<file path="src/rtl/edge_implication_monitor.sv">
// Multi-channel checker for "trig[i] |-> ##DELAY edge(val[i])" with pass/fail pulses,
// a saturating fail counter and first-failure capture. Optional: EDGE_MON_STOP_EN.
module edge_implication_monitor #(
    parameter int WIDTH = 8,
    parameter int DELAY = 1,
    parameter int CNT_W = 16
) (
    input  logic                   clk,
    input  logic                   rst,
    input  logic                   en,
    input  logic [WIDTH-1:0]       val,
    input  logic [WIDTH-1:0]       trig,
    input  logic [1:0]             mode,
    output logic [WIDTH-1:0]       pass,
    output logic [WIDTH-1:0]       fail,
    output logic [CNT_W-1:0]       fail_count,
    output logic                   first_fail_valid,
    output logic [$clog2(WIDTH):0] first_fail_chan,
    output logic [1:0]             first_fail_mode
);

    typedef enum logic [1:0] {
        MODE_FELL    = 2'b00,
        MODE_ROSE    = 2'b01,
        MODE_STABLE  = 2'b10,
        MODE_CHANGED = 2'b11
    } edge_mode_e;

    localparam int CH_W  = $clog2(WIDTH) + 1;
    localparam int POP_W = $clog2(WIDTH + 1);
    localparam int SUM_W = CNT_W + POP_W;
    localparam logic [SUM_W-1:0] CNT_MAX = {{POP_W{1'b0}}, {CNT_W{1'b1}}};

    logic [WIDTH-1:0] prevVal;
    logic [WIDTH-1:0] capTrig;
    logic [WIDTH-1:0] evalTrig;
    logic [1:0]       evalMode;
    logic [WIDTH-1:0] edgeOk;
    logic [WIDTH-1:0] passNext;
    logic [WIDTH-1:0] failNext;
    logic [POP_W-1:0] failPop;
    logic [SUM_W-1:0] sumWide;
    logic [CNT_W-1:0] satCount;
    logic [CH_W-1:0]  firstIdx;

    assign capTrig = en ? trig : '0;

    // Each stage carries the antecedent bits and the mode captured alongside them,
    // so a mode change never reaches checks that are already in flight.
    generate
        if (DELAY == 0) begin : g_overlap
            assign evalTrig = capTrig;
            assign evalMode = mode;
        end else begin : g_pipe
            logic [WIDTH-1:0] pipeTrig [DELAY];
            logic [1:0]       pipeMode [DELAY];

            always_ff @(posedge clk or posedge rst) begin
                if (rst) begin
                    for (int k = 0; k < DELAY; k++) begin
                        pipeTrig[k] <= '0;
                        pipeMode[k] <= 2'b00;
                    end
                end else begin
                    pipeTrig[0] <= capTrig;
                    pipeMode[0] <= mode;
                    for (int k = 1; k < DELAY; k++) begin
                        pipeTrig[k] <= pipeTrig[k-1];
                        pipeMode[k] <= pipeMode[k-1];
                    end
                end
            end

            assign evalTrig = pipeTrig[DELAY-1];
            assign evalMode = pipeMode[DELAY-1];
        end
    endgenerate

    always_comb begin
        edgeOk = '0;
        case (edge_mode_e'(evalMode))
            MODE_FELL:    edgeOk = prevVal & ~val;
            MODE_ROSE:    edgeOk = ~prevVal & val;
            MODE_STABLE:  edgeOk = ~(prevVal ^ val);
            MODE_CHANGED: edgeOk = prevVal ^ val;
            default:      edgeOk = '0;
        endcase
    end

    assign passNext = evalTrig & edgeOk;
    assign failNext = evalTrig & ~edgeOk;

    // Popcount, saturating sum and lowest failing channel for this edge.
    always_comb begin
        failPop  = '0;
        firstIdx = '0;
        for (int i = 0; i < WIDTH; i++) begin
            failPop = failPop + POP_W'(failNext[i]);
        end
        for (int i = WIDTH - 1; i >= 0; i--) begin
            if (failNext[i]) begin
                firstIdx = CH_W'(i);
            end
        end
        sumWide  = SUM_W'(fail_count) + SUM_W'(failPop);
        satCount = (sumWide > CNT_MAX) ? {CNT_W{1'b1}} : sumWide[CNT_W-1:0];
    end

    always_ff @(posedge clk or posedge rst) begin
        if (rst) begin
            prevVal          <= '0;
            pass             <= '0;
            fail             <= '0;
            fail_count       <= '0;
            first_fail_valid <= 1'b0;
            first_fail_chan  <= '0;
            first_fail_mode  <= 2'b00;
        end else begin
            prevVal    <= val;
            pass       <= passNext;
            fail       <= failNext;
            fail_count <= satCount;
            if (!first_fail_valid && (failNext != '0)) begin
                first_fail_valid <= 1'b1;
                first_fail_chan  <= firstIdx;
                first_fail_mode  <= evalMode;
            end
        end
    end

`ifdef EDGE_MON_STOP_EN
    always @(posedge clk) begin
        if (!rst && (failNext != '0)) begin
            for (int i = 0; i < WIDTH; i++) begin
                if (failNext[i]) begin
                    $display("edge_mon fail ch=%0d mode=%0d t=%0t", i, evalMode, $time);
                end
            end
            $stop;
        end
    end
`endif

endmodule

</file>
<file path="config.mk">
export PLATFORM = sky130hd
export DESIGN_NAME = edge_implication_monitor
export DESIGN_NICKNAME = d
export VERILOG_FILES = /design/src/rtl/edge_implication_monitor.sv
export SDC_FILE = /design/constraint.sdc
export NUM_CORES = 1
export LEC_CHECK = 0
export ABC_AREA = 1
export BUFFER_PORTS_ARGS = -buffer_cell sky130_fd_sc_hd__buf_2
export CAP_MARGIN = 20
export CORE_MARGIN = 2
export CORE_UTILIZATION = 59
export CTS_CLUSTER_DIAMETER = 80
export CTS_CLUSTER_SIZE = 24
export DETAILED_ROUTE_END_ITERATION = 6
export GPL_ROUTABILITY_DRIVEN = 0
export PLACE_DENSITY = 0.85
export SYNTH_ARGS = -nofsm -noshare
export SYNTH_HDL_FRONTEND = slang
export SYNTH_SLANG_ARGS = --single-unit
</file>
<file path="constraint.sdc">
create_clock -name clk -period 7.7 [get_ports clk]
set_input_delay 0.77 -clock clk [delete_from_list [all_inputs] [get_ports clk]]
set_output_delay 0.77 -clock clk [all_outputs]
set_load 0.005 [all_outputs]
</file>
==> impl_metrics.json <==
{
  "layout_commonest_cell": "nand2_1",
  "cts_hold_buf": 0,
  "syn_area_per_cell_sq_um": 9.20,
  "r2r_cells": 20,
  "hold_viol": 0,
  "final_cell_area_sq_mm": 0.00334,
  "hp-class": "reg -> reg",
  "cp.required_ns": 7.94,
  "relSlewSlack_pct": 54.5,
  "die_w_um": 74.3,
  "slew_violations": 0,
  "port_buffers": 58,
  "irDropWorstVdd_v": 0.000127,
  "yosys.area.top_type": "dfrtp_1",
  "finalClockSkew_ns": 0.00703,
  "arrival_ns": 5.18,
  "synthTopCellsByArea": "dfrtp_1 (48%), nand2_1 (12%), ha_1 (9.4%)",
  "rsz0062_at_grt": "no",
  "crit_type": "reg -> reg",
  "post-route-util_pct": 70.2,
  "clk_pin_slew_ns": 0.09,
  "grt_max_degree": 57,
  "io_pins": 60,
  "antenna_found_initial": 0,
  "r2r-end": "fail_count[6]$_DFF_PP0_",
  "setup_viol": 0,
  "drtIter0Drc": 96,
  "grt_first_pass_wirelength_mm": 9.28,
  "clk_latency_ns": 0.31,
  "synth_nets": 365,
  "cts_resized": 0,
  "cts_buffers": 5,
  "cts-root-buf": "clkbuf_8",
  "areaGrowthSynthToFinish_pct": 14.4,
  "drive_above_1_share_pct": 24.1,
  "hpwl_mm": 4.10,
  "grt_usage_pct": 22.3,
  "cts_sinks": 56,
  "ys_ff_latch": 56,
  "r2r_setup_slack_ns": 2.75,
  "dpl_cell_area_sq_mm": 0.00325,
  "nNetsFinal": 425,
  "post_cts_buffers": 0,
  "cp-end-kind": "register",
  "drt-wirelength-per-cell_um": 12.4,
  "p_leak_nw": 1.98,
  "routed_via_density": 4.93,
  "clock_path_buffers": 2,
  "ys.warnings.count": 0,
  "worst_slew_pin_slew_ns": 0.682,
  "powerDensity_mw_per_mm2": 226,
  "synth.yosys.seq_area_share_pct": 48.0,
  "worstHoldStart": "first_fail_mode[1]$_DFFE_PP0P_",
  "fp-row-count": 25,
  "tns_ns": 0,
  "vias": 2195,
  "final.min_clock_period_ns": 4.95,
  "synth_top_cell_area_share_pct": 48.0,
  "wl_mm": 5.51,
  "start_util_pct": 61.3,
  "diodes": 0,
  "grt_pass1_vias": 2187,
  "worstPathMaxFanout": 21,
  "critPathLaunchType": "register",
  "synth_cell_types": 31,
  "synth_edf_count": 0,
  "fp.dieArea_sq_mm": 0.00552,
  "core_region_area_sq_mm": 0.00475,
  "synth_area_sq_mm": 0.00292,
  "ctsHtreeMaxLevel": 2,
  "dr.pass1.iters": 5,
  "multi_input_comb_area_sq_mm": 0.00127,
  "synthArstFlopShare_pct": 100,
  "most-common-layout-cells": "nand2_1 (92), buf_2 (58), dfrtp_1 (56)",
  "max_freq_mhz": 202,
  "run_status": "finished clean",
  "cts_tree": "done",
  "hold_end": "first_fail_mode[1]$_DFFE_PP0P_",
  "drc_errors": 0,
  "fin_crit_sh_pct": 64.2,
  "worstReg2RegStart": "evalMode[1]$_DFF_PP0_",
  "regArea_sq_mm": 0.00140,
  "whs_path_depth": 2,
  "cap_violations": 0,
  "fill_cells": 385,
  "synthCells": 317,
  "postRouteAntennaNets": 0,
  "grt_overflow": 0,
  "ys.flop_type": "dfrtp_1",
  "die_h_um": 74.3
}
-- power breakdown --
| group | switching [W] | total [W] | internal, W |
|---|---|---|---|
| Sequential | 0.0000323 | 0.000361 | 0.000329 |
| Combinational | 0.000131 | 0.000229 | 0.0000981 |
| Clock | 0.0000909 | 0.000164 | 0.0000736 |
| Total | 0.000254 | 0.000755 | 0.000500 |
-- sequential cells by signal, summed over array words and instances (netlist names) --
register and flops:
fail 8, first_fail_chan 3, first_fail_valid 1, first_fail_mode 2, fail_count 16, evalMode 2, evalTrig 8, prevVal 8
pass 8
-- cells by family (layout without fill, tap and decap cells) --
family / count (synthesis) / after routing / synth area share (%)
flip-flops: 56 / 56 / 48.0
AO/OA/AOI/OAI: 23 / 23 / 5.06
other: 1 / 1 / 0.129
buffers and inverters: 58 / 119 / 8.49
AND/OR/NAND/NOR: 142 / 142 / 22.4
adder cells (fa/ha/maj): 27 / 27 / 12.9
XOR/XNOR: 10 / 10 / 3.00
-- synthesized netlist by cell type, types with 3 or more instances --
library cell	count
or2_1	4
dfrtp_1	56
xor2_1	7
xnor2_1	3
o21ai_1	3
fa_1	5
nor2_1	8
nand2_1	92
nor2_2	8
nand3_2	6
a21boi_0	6
nand3_1	11
nor3_1	3
ha_1	22
nand2_2	4
buf_6	3
or2_0	3
inv_1	50
a21oi_1	6
-- stage by stage --
step	total power (W)	std cells	hold slack (ns)	setup slack, ns
final	0.000755	445	0.503	2.75
after detailed placement	0.000595	437	0.487	2.59
after floorplan	0.000520	317	0.472	3.03
after CTS	0.000759	445	0.510	2.75
after global placement	0.000585	437	0.483	2.74
after global routing	0.000809	445	0.534	2.31
-- area by class of cell --
cell class | count | share of cell area [%]
multi-input cells | 203 | 38.0
repair buffers | 59 | 8.93
inverters | 52 | 5.85
flip-flops and latches | 56 | 42.0
well taps | 67 | 2.51
clock buffers | 8 | 2.70
-- metal layers --
metal	track usage, %	up-vias	wire (um)
li1	-	1091	-
met1	29.9	1036	2570
met2	35.6	60	2590
met3	5.69	8	264
met4	8.13	0	92
met5	0	-	0
-- worst max-delay path: stages, from the launching register on --
cell and delay (ns):
dfrtp_1 0.77, inv_1 0.19, nor2_2 0.19, nand2_1 0.07, nand2_1 0.06, nand2_1 0.06, nand3_1 0.13, inv_1 0.09
fa_1 0.48, inv_1 0.05, fa_1 0.49, fa_1 0.42, fa_1 0.42, fa_1 0.43, o21ai_2 0.24, nand2_1 0.09
nor2_2 0.11, nand3_2 0.12, nor2_2 0.14, nand2_2 0.19, o21ai_0 0.13
-- worst max-delay path by stage --
stage	startpoint	endpoint	slack, ns	depth (start not counted)
4_1_cts	evalMode[1]$_DFF_PP0_	fail_count[9]$_DFF_PP0_	2.75	20
3_3_place_gp	val[0]	fail_count[9]$_DFF_PP0_	2.74	22
6_report	evalMode[1]$_DFF_PP0_	fail_count[6]$_DFF_PP0_	2.75	20
3_5_place_dp	val[2]	fail_count[9]$_DFF_PP0_	2.59	22
5_1_grt	evalMode[1]$_DFF_PP0_	fail_count[6]$_DFF_PP0_	2.31	20
2_1_floorplan	val[0]	fail_count[11]$_DFF_PP0_	3.03	22
Power figures use the tool's default switching activity.
